<file path="config.mk">
export PLATFORM = sky130hd
export DESIGN_NAME = op_word_queue
export DESIGN_NICKNAME = d
export VERILOG_FILES = /design/src/rtl/op_word_queue.sv
export SDC_FILE = /design/constraint.sdc
export NUM_CORES = 1
export LEC_CHECK = 0
export ABC_AREA = 1
export BUFFER_PORTS_ARGS = -buffer_cell sky130_fd_sc_hd__clkbuf_2
export CORE_AREA = 2 2 117 119
export CTS_CLUSTER_SIZE = 8
export DETAILED_ROUTE_END_ITERATION = 7
export DIE_AREA = 0 0 119 121
export PLACE_DENSITY_LB_ADDON = 0.05
export SYNTH_ARGS = -nofsm -noshare
export SYNTH_HDL_FRONTEND = slang
export SYNTH_SLANG_ARGS = --single-unit
</file>
<file path="constraint.sdc">
create_clock -name clock -period 5.12 [get_ports clock]
set_clock_uncertainty 0.15 [all_clocks]
set_input_delay 0.256 -clock clock [delete_from_list [all_inputs] [get_ports clock]]
set_output_delay 0.256 -clock clock [all_outputs]
set_load 0.02 [all_outputs]
</file>
<file path="src/rtl/op_word_queue.sv">
// Op-word queue: bit-mask merges accepted writes into a shadow op word, then
// buffers the merged word (FIFO or latest-value) for a valid/ready consumer.
module op_word_queue #(
  parameter int              CH    = 4,
  parameter int              OP_W  = 8,
  parameter int              DEPTH = 4,
  parameter logic [OP_W-1:0] NUM   = 8'h5A,
  parameter int              MODE  = 0
) (
  input  logic                         clock,
  input  logic                         rst,
  input  logic                         in_valid,
  output logic                         in_ready,
  input  logic [CH*OP_W-1:0]           in_op,
  input  logic [CH*OP_W-1:0]           in_mask,
  output logic                         out_valid,
  input  logic                         out_ready,
  output logic [CH*OP_W-1:0]           out_op,
  output logic [CH-1:0]                out_ch_nz,
  output logic [$clog2(DEPTH+1)-1:0]   count,
  output logic [7:0]                   ovw_cnt
);

  localparam int W  = CH * OP_W;
  localparam int CW = $clog2(DEPTH + 1);
  localparam int PW = $clog2(DEPTH);

  localparam logic [CW-1:0] CNT_FULL = CW'(DEPTH);
  localparam logic [CW-1:0] CNT_ONE  = CW'(1);
  localparam logic [PW-1:0] PTR_ONE  = PW'(1);

  logic [W-1:0]  shadow_q, shadow_d, merged;
  logic [W-1:0]  mem_q [DEPTH];
  logic [PW-1:0] rd_ptr_q, rd_ptr_d, wr_ptr_q, wr_ptr_d;
  logic [CW-1:0] count_q, count_d;
  logic [7:0]    ovw_q, ovw_d;
  logic          accept, pop;

  // Handshake: a transfer happens on a rising clock edge exactly when valid
  // and ready are both high; ready never depends combinationally on the
  // opposite side's valid/ready, and valid is never withdrawn by the DUT
  // except through a completed transfer or reset.
  always_comb begin
    merged    = (in_op & in_mask) | (shadow_q & ~in_mask);
    in_ready  = (MODE == 1) ? 1'b1 : (count_q != CNT_FULL);
    out_valid = (count_q != '0);
    accept    = in_valid & in_ready;
    pop       = out_valid & out_ready;
    out_op    = out_valid ? mem_q[rd_ptr_q] : shadow_q;

    shadow_d = shadow_q;
    rd_ptr_d = rd_ptr_q;
    wr_ptr_d = wr_ptr_q;
    count_d  = count_q;
    ovw_d    = ovw_q;

    if (accept) shadow_d = merged;

    if (MODE == 0) begin
      if (accept) wr_ptr_d = wr_ptr_q + PTR_ONE;
      if (pop)    rd_ptr_d = rd_ptr_q + PTR_ONE;
      if (accept && !pop)      count_d = count_q + CNT_ONE;
      else if (pop && !accept) count_d = count_q - CNT_ONE;
    end else begin
      // Single holding slot at index 0; an accept alongside a pop is a
      // hand-over, not an overwrite, so the overwrite counter stays put.
      if (accept) begin
        count_d = CNT_ONE;
        if (!pop && (count_q != '0) && (ovw_q != 8'hFF)) ovw_d = ovw_q + 8'd1;
      end else if (pop) begin
        count_d = '0;
      end
    end
  end

  always_comb begin
    out_ch_nz = '0;
    for (int k = 0; k < CH; k++) out_ch_nz[k] = |out_op[k*OP_W +: OP_W];
  end

  assign count   = count_q;
  assign ovw_cnt = ovw_q;

  always_ff @(posedge clock) begin
    if (rst) begin
      shadow_q <= {CH{NUM}};
      rd_ptr_q <= '0;
      wr_ptr_q <= '0;
      count_q  <= '0;
      ovw_q    <= '0;
    end else begin
      shadow_q <= shadow_d;
      rd_ptr_q <= rd_ptr_d;
      wr_ptr_q <= wr_ptr_d;
      count_q  <= count_d;
      ovw_q    <= ovw_d;
    end
  end

  // Storage carries no reset: entries are only observed while out_valid is high.
  always_ff @(posedge clock) begin
    if (!rst && accept) mem_q[wr_ptr_q] <= merged;
  end

endmodule

</file>
==> results of run 1 <==
[worst register-to-register path, delay by kind of cell (launching register included)]
family,cells,cell delay [ns]
buffers and inverters,1,0.57
AND/OR/NAND/NOR,5,1.67
flip-flops,1,0.46
[per-stage QoR]
| step | cell area, um2 | total power (uW) |
|---|---|---|
| 3_3_place_gp | 8374 | 3404 |
| 5_1_grt | 8982 | 4960 |
| 6_report | 8982 | 4709 |
| 3_5_place_dp | 8374 | 3438 |
| 2_1_floorplan | 7849 | 2914 |
| 4_1_cts | 8982 | 4718 |
[area by class of cell]
type	instances	share of cell area (%)
Sequential cell	169	51.94
Clock buffer	22	5.279
Inverter	176	7.369
Timing Repair Buffer	112	6.380
Clock inverter	10	1.379
Tap cell	176	2.452
Multi-Input combinational cell	502	25.20
[cell usage after synthesis, drive strengths merged]
cell | instances | area share [%]
clkinv | 1 | 0.064
ha | 5 | 0.80
xor2 | 1 | 0.11
edfxtp | 128 | 49
conb | 1 | 0.048
nor2 | 14 | 0.77
o21ai | 55 | 3.5
fa | 1 | 0.26
nand2 | 298 | 15
buf | 40 | 3.5
inv | 175 | 8.4
clkbuf | 4 | 0.19
dfxtp | 41 | 10
a21oi | 24 | 1.5
o211ai | 16 | 1.5
nand3 | 80 | 5.1
[per-layer routing]
metal  track usage [%]  vias to the layer above  part of all wire (%)
li1                  -                     2955                     -
met4             8.631                        0                   1.3
met5                 0                        -                     0
met1             33.31                     2706                    44
met2             41.42                      215                    49
met3             4.652                       20                   5.9
[repair_timing]
item	CTS	global route
hold buffers	1	0
hold endpoints to repair	1	0
setup buffers	0	0
[kinds of logic (layout without fill, tap and decap cells)]
family | Yosys count | count (layout) | synth area share (%)
xor+xnor | 1 | 1 | 0.1120
flops | 169 | 169 | 59.63
other cells | 1 | 8 | 0.04794
buf+inv | 220 | 320 | 12.16
compound gates | 95 | 95 | 6.590
fa+ha+maj | 6 | 6 | 1.056
simple gates | 392 | 392 | 20.41
[power by group through the flow]
stage	Clock [uW]	Sequential, uW	Combinational, uW
final	1290	1680	1740
after floorplan	0	1710	1200
after global placement	0	1700	1700
after global routing	1360	1690	1910
after CTS	1300	1680	1740
after detailed placement	0	1710	1730
[how the worst max path moves through the flow]
stage / slack [ns] / start / cells after the start / end
6_report: 1.65 / flip-flop / 11 / out_ch_nz[1]
5_1_grt: 1.40 / flip-flop / 11 / out_ch_nz[1]
4_1_cts: 1.65 / flip-flop / 11 / out_ch_nz[1]
3_5_place_dp: 1.81 / count[0]$_SDFFE_PP0P_ / 6 / mem_q[2][25]$_DFFE_PP_
3_3_place_gp: 1.90 / count[0]$_SDFFE_PP0P_ / 6 / mem_q[2][25]$_DFFE_PP_
2_1_floorplan: 2.12 / count[0]$_SDFFE_PP0P_ / 6 / mem_q[0][0]$_DFFE_PP_
[registers in the layout (all words and copies together) (netlist names), named ones only]
signal,cells
mem_q,128
shadow_q,32
count,3
rd_ptr_q,2
wr_ptr_q,2
==> results by group, run 1 <==
Final layout
  – Final Core Density: 68.65%
  – Fillers: 1,078
  – N_diodes: 0
  – Share of cells above drive strength 1: 15.34%
  – FF+latch area: 4666 um2
  – Layout Nets: 1,052
  – Most common cell after layout, fill and taps aside: nand2_1
  – Commonest non-fill, non-tap cells in the layout: nand2_1, inv_1, edfxtp_1
  – Synth-to-layout area growth: 14.83%
  – Non-Filler Instances: 1,167
  – Multi-input combinational cell area: 2263 um2

Timing
  – Fmax: 288.5 MHz
  – Final setup TNS: 0 ns
  – Worst hold margin: 0.08117 ns
  – RSZ-0062 raised after global routing: false
  – Pins Over Slew Limit: 0
  – Setup violations, final: 0
  – Fin. Hold Viols: 0
  – Relative slew slack: 16.14%
  – Setup ws final: 1.653 ns
  – Period utilisation layout: 67.71%
  – Post-layout min period: 3.467 ns
  – Pin slew with the least headroom to its limit: 1.257 ns

Logic synthesis
  – Netlist cell types: 22
  – Mean post-synth cell area: 8.849 um2
  – Seq/Total Area, Yosys: 59.63%
  – FF+latch count, synth: 169
  – Synth Warn #: 0
  – Cells after Synth: 884
  – Synthesized area: 7823 um2

Setup path
  – Worst Path Arrival: 3.06 ns
  – CP delay by family, top: buffers and inverters
  – Crit path kind: reg2out
  – Critical path fanouts, max: 65
  – WP buf/inv: 3
  – CP max-delay cell: inv_2
  – Worst R2R Path Depth: 6
  – Critical Path RT: 4.71 ns
  – Most used cell along the critical path: nand2_1
  – Slowest stage delay, CP: 0.66 ns
  – Crit start category: flip-flop
  – Reg-to-Reg End: mem_q[2][30]$_DFFE_PP_
  – Ordered list of cells on the worst path: buf_4, inv_2, nand2_1, nand2_1, nand2_1, nand3_1, nand2_1, nand2_1, nor2_1, nand2_1, clkbuf_2
  – Crit. End Element: output pin
  – Worst r2r src: count[0]$_SDFFE_PP0P_
  – Reg2reg setup slack: 1.85 ns

Clocking
  – H-tree depth: 4
  – Clock slew at reported path FFs: 0.06 ns
  – CTS Sinks: 169
  – Cts bufs inserted: 17
  – Later-pin clock latency in the skew report: 0.42 ns
  – Maximum root-to-sink buffer count: 2
  – Post-CTS resize count: 0
  – CTS tree: yes
  – Root Driver: clkbuf_16

Routing
  – DRC viols: 0
  – Drt total wl: 17,360 um
  – Vias: 5,896
  – Post-DR vias/cell: 5.052
  – DRT Pass-1 Iters: 5
  – WL per Instance: 14.88 um
  – Final ANT Viol Nets: 0
  – Iteration-0 DRC Markers: 391

Place
  – DP Cell Count: 1,134
  – Place WS: 1.808 ns
  – DP HPWL: 10,760 um
  – Global placement routability congestion: 0.7986
  – Port buffer count: 108

Die
  – Die X: 119 um
  – Core ar.: 13,090 um2
  – I/O Pins: 117
  – Num rows: 42
  – DIE HEIGHT: 121 um
  – Die footprint: 14,400 um2
  – Initial Utilization: 59.78%

GRT
  – Antenna violations before repair: 0
  – GR Overflow Total: 0
  – Tot GR Track Use: 24.96%
  – Pin count of the biggest net entering global routing: 66
  – Vias in the first global route: 5,527
  – First-pass GRT wire length: 27,140 um

Hold path
  – Hold Path Origin: out_ready
  – Tightest Hold Check Type: in2reg
  – Hold Path Stages: 4

Run status
  – Status: complete, no violations

Power and ir drop
  – Internal power: 2892 uW
  – Net Sw Power: 1817 uW
  – Pleak: 0.004266 uW
  – Comb power frac: 36.9%
  – Clock power frac: 27.5%
  – Power per cell area: 524.2 nW/um2
  – Switching Share: 38.58%
  – Sequential share of power: 35.7%
  – Peak VDD IR: 448.3 uV

Flow run
  – MaxCap Viol Count: 0
Note: power is estimated with default switching activity, not from simulation.
==> run 2: changes to the inputs <==
--- a/config.mk
+++ b/config.mk
@@ -5,12 +5,12 @@
 export SDC_FILE = /design/constraint.sdc
 export NUM_CORES = 1
 export LEC_CHECK = 0
-export ABC_AREA = 1
+export ABC_AREA = 0
 export BUFFER_PORTS_ARGS = -buffer_cell sky130_fd_sc_hd__clkbuf_2
-export CORE_AREA = 2 2 117 119
+export CORE_AREA = 2 2 116 118
 export CTS_CLUSTER_SIZE = 8
 export DETAILED_ROUTE_END_ITERATION = 7
-export DIE_AREA = 0 0 119 121
+export DIE_AREA = 0 0 118 120
 export PLACE_DENSITY_LB_ADDON = 0.05
 export SYNTH_ARGS = -nofsm -noshare
 export SYNTH_HDL_FRONTEND = slang
==> constraint.sdc (replaced) <==
create_clock -name clock -period 3.43 [get_ports clock]
set_clock_uncertainty 0.15 [all_clocks]
set_input_delay 0.1715 -clock clock [delete_from_list [all_inputs] [get_ports clock]]
set_output_delay 0.1715 -clock clock [all_outputs]
set_load 0.02 [all_outputs]
==> run 2 against run 1 <==
  * Utilization rose by 2.2 points
  * Clock power rose by 36%
  * Final area rose by 2.4%
  * Synthesized cell count fell by 45%
  * Combinational power rose by 44%
  * Total power rose by 44%
  * Cell count fell by 26%
  * Wire length fell by 9.4%
  * Hold slack got worse by 0.069 ns
  * Register-to-register slack got worse by 1.0 ns
  * Synthesized area fell by 8.6%
  * Global-route usage fell by 1.3 points
==> results by group, run 2 <==
Die
  – DIE HEIGHT: 120 um (-0.83%)
  – I/O Pins: 117 (unchanged)
  – Core ar.: 12,980 um2 (-0.80%)
  – Initial Utilization: 55.08% (-4.7 points)
  – Num rows: 42 (unchanged)
  – Die X: 118 um (-0.84%)
  – Die footprint: 14,160 um2 (-1.7%)

Setup path
  – Crit. End Element: output pin
  – Crit start category: flip-flop
  – Critical Path RT: 3.11 ns (-1.60 ns)
  – Critical path fanouts, max: 16 (-75%)
  – Worst r2r src: count[2]$_SDFFE_PP0P_
  – Crit path kind: reg2out
  – Worst Path Arrival: 2.73 ns (-0.33 ns)

Logic synthesis
  – Mean post-synth cell area: 14.65 um2 (+66%)
  – Primary FF master, synth: edfxtp_1
  – Seq/Total Area, Yosys: 65.24% (+5.6 points)
  – Synth Warn #: 0 (unchanged)
  – Largest area contributor in the netlist: edfxtp_1
  – Netlist cell types: 33 (+50%)
  – Synthesized area: 7149 um2 (-8.6%)
  – Post-synth EDFFs: 128 (unchanged)
  – FF+latch count, synth: 169 (unchanged)
  – Top cells by count, synth: edfxtp_1, nand2_1, mux2_2
  – Asr flop ratio synth: 0% (unchanged)
  – Top-count cell post-synth: edfxtp_1
  – Area contributors post-synth: edfxtp_1, dfxtp_1, mux4_2, mux2_2, nand2_1
  – Top cell type's share of synthesized area: 53.76% (+4.6 points)
  – Cells after Synth: 488 (-45%)

Final layout
  – Top reg by flops: mem_q
  – Final Core Density: 70.89% (+2.2 points)
  – Max reg flops: 128 (unchanged)
  – N_diodes: 0 (unchanged)
  – Synth-to-layout area growth: 28.70%
  – Share of cells above drive strength 1: 34.34% (+19 points)
  – Most common cell after layout, fill and taps aside: edfxtp_1
  – Layout Nets: 754 (-28%)
  – Commonest non-fill, non-tap cells in the layout: edfxtp_1, nand2_1, clkbuf_2

Timing
  – RSZ-0062 raised after global routing: false
  – Fin. Hold Viols: 0 (unchanged)
  – Period utilisation layout: 88.84%
  – Post-layout min period: 3.047 ns
  – Relative slew slack: 39.41% (+23 points)
  – Setup ws final: 0.3828 ns (-1.271 ns)
  – Pin slew with the least headroom to its limit: 0.9049 ns (-0.3516 ns)
  – Setup violations, final: 0 (unchanged)
  – Pins Over Slew Limit: 0 (unchanged)
  – Worst hold margin: 0.01237 ns (-0.06881 ns)
  – Fmax: 328.2 MHz

Routing
  – Post-DR vias/cell: 5.297 (+4.8%)
  – Final ANT Viol Nets: 0 (unchanged)
  – Iteration-0 DRC Markers: 348 (-11%)
  – WL per Instance: 18.09 um (+22%)
  – DRT Pass-1 Iters: 5 (unchanged)
  – Drt total wl: 15,720 um (-9.4%)
  – Vias: 4,603 (-22%)
  – DRC viols: 0 (unchanged)

Place
  – Place WS: 0.7796 ns (-1.029 ns)
  – Port buffer count: 108 (unchanged)
  – DP HPWL: 9762 um (-9.3%)
  – Global placement routability congestion: 0.7760 (-2.8%)

Power and ir drop
  – Power per cell area: 738.6 nW/um2 (+41%)
  – Internal power: 4458 uW (+54%)
  – Net Sw Power: 2339 uW (+29%)
  – Post-layout power: 6796 uW (+44%)
  – Clock power frac: 25.8% (-1.7 points)
  – Pleak: 0.003474 uW (-19%)
  – Sequential share of power: 37.3% (+1.6 points)
  – Switching Share: 34.41% (-4.2 points)
  – Peak VDD IR: 827.0 uV (+84%)
  – Comb power frac: 36.9% (about the same)

GRT
  – GRT Max-Usage Layer: met2
  – First-pass GRT wire length: 24,780 um (-8.7%)
  – Tot GR Track Use: 23.66% (-1.3 points)
  – Met1 Use GR: 28.05% (-5.3 points)
  – M3 GR Usage: 4.705% (+0.053 points)
  – GR Overflow Total: 0 (unchanged)
  – Vias in the first global route: 4,881 (-12%)
  – Antenna violations before repair: 0 (unchanged)
  – Pin count of the biggest net entering global routing: 44 (-33%)
  – Met2 usage: 41.50% (+0.082 points)

Hold path
  – Tightest Hold Check Type: in2reg
  – Hold Path Origin: in_mask[19]

Clocking
  – H-tree depth: 4 (unchanged)
  – CTS Sinks: 169 (unchanged)
  – Later-pin clock latency in the skew report: 0.42 ns (about the same)
  – Post-CTS resize count: 0 (unchanged)
  – Root Driver: clkbuf_16
  – Cts bufs inserted: 17 (unchanged)
  – CTS tree: yes
  – Maximum root-to-sink buffer count: 2 (unchanged)
  – Clock slew at reported path FFs: 0.06 ns (about the same)

Run status
  – Status: complete, no violations

Flow run
  – MaxCap Viol Count: 0 (unchanged)
-- run 2: cell count changes after synthesis, sizes merged, moves of 19 or more --
cell   before  now
nand2     298  124
nand3      80    1
mux4        0   32
inv       175    4
mux2        0   48
buf        40   21
o21ai      55    5
-- run 2: area by class of cell --
cell class              instances  area (um2)
inverters                       5       18.77
clock buffers                  24       471.7
fillers                       914        3779
repair buffers                198        1426
multi-input cells             289        2327
clock inverters                 8       71.32
flip-flops and latches        169        4666
well taps                     176       220.2
-- run 2: timing repair --
action / in CTS / in global routing
setup buffers: 0 / 0
hold endpoints to repair: 128 / 0
hold buffers: 74 / 0
endpoints found under the setup margin: 0 / 0
-- run 2: logic make-up (layout without fill, tap and decap cells) --
kind of cell    count (synthesis)  after routing  synth area share [%]
flops                         169            169                 65.24
simple gates                  166            166                 10.47
mux                            81             81                 17.89
buf+inv                        37            235                 2.975
compound gates                 23             23                 1.610
fa+ha+maj                       6              6                 1.155
xor+xnor                        5              5                0.6125
other cells                     1              8               0.05245
-- run 2: final timing paths --
path,endpoint,slack [ns],cells after the start
max,out_ch_nz[3],0.38,6
min,mem_q[1][19]$_DFFE_PP_,0.01,2
max reg2reg,count[2]$_SDFFE_PP0P_,0.83,9
min reg2reg,shadow_q[2]$_SDFFE_PP0P_,0.32,2
-- run 2: through the flow --
| step | TNS [ns] | cell area (um2) | std cells |
|---|---|---|---|
| after global routing | 0 | 9201 | 869 |
| after CTS | 0 | 9201 | 869 |
| after global placement | 0 | 7918 | 763 |
| after detailed placement | 0 | 7918 | 763 |
| final | 0 | 9201 | 869 |
| after floorplan | -108.16 | 7176 | 495 |
-- run 2: critical path, stage by stage, from the launching register on --
cell      delay (ns)
dfxtp_2         0.48
buf_12          0.23
mux4_2          0.52
mux2_2          0.29
nor4_1          0.47
nand2_1         0.12
clkbuf_2        0.17
-- run 2: routing by layer --
layer | vias to the layer above | routed length [um] | share of wire (%)
met1 | 2255 | 6416 | 41
met5 | - | 0 | 0
met4 | 0 | 408 | 2.6
li1 | 2172 | - | -
met3 | 28 | 708 | 4.5
met2 | 148 | 8190 | 52
-- run 2: power groups by stage --
stage	Sequential [uW]	Combinational, uW	Clock, uW
after floorplan	2550	1710	0
after global placement	2570	2390	0
after detailed placement	2580	2420	0
after CTS	2540	2520	1780
after global routing	2560	2720	1860
final	2540	2510	1750
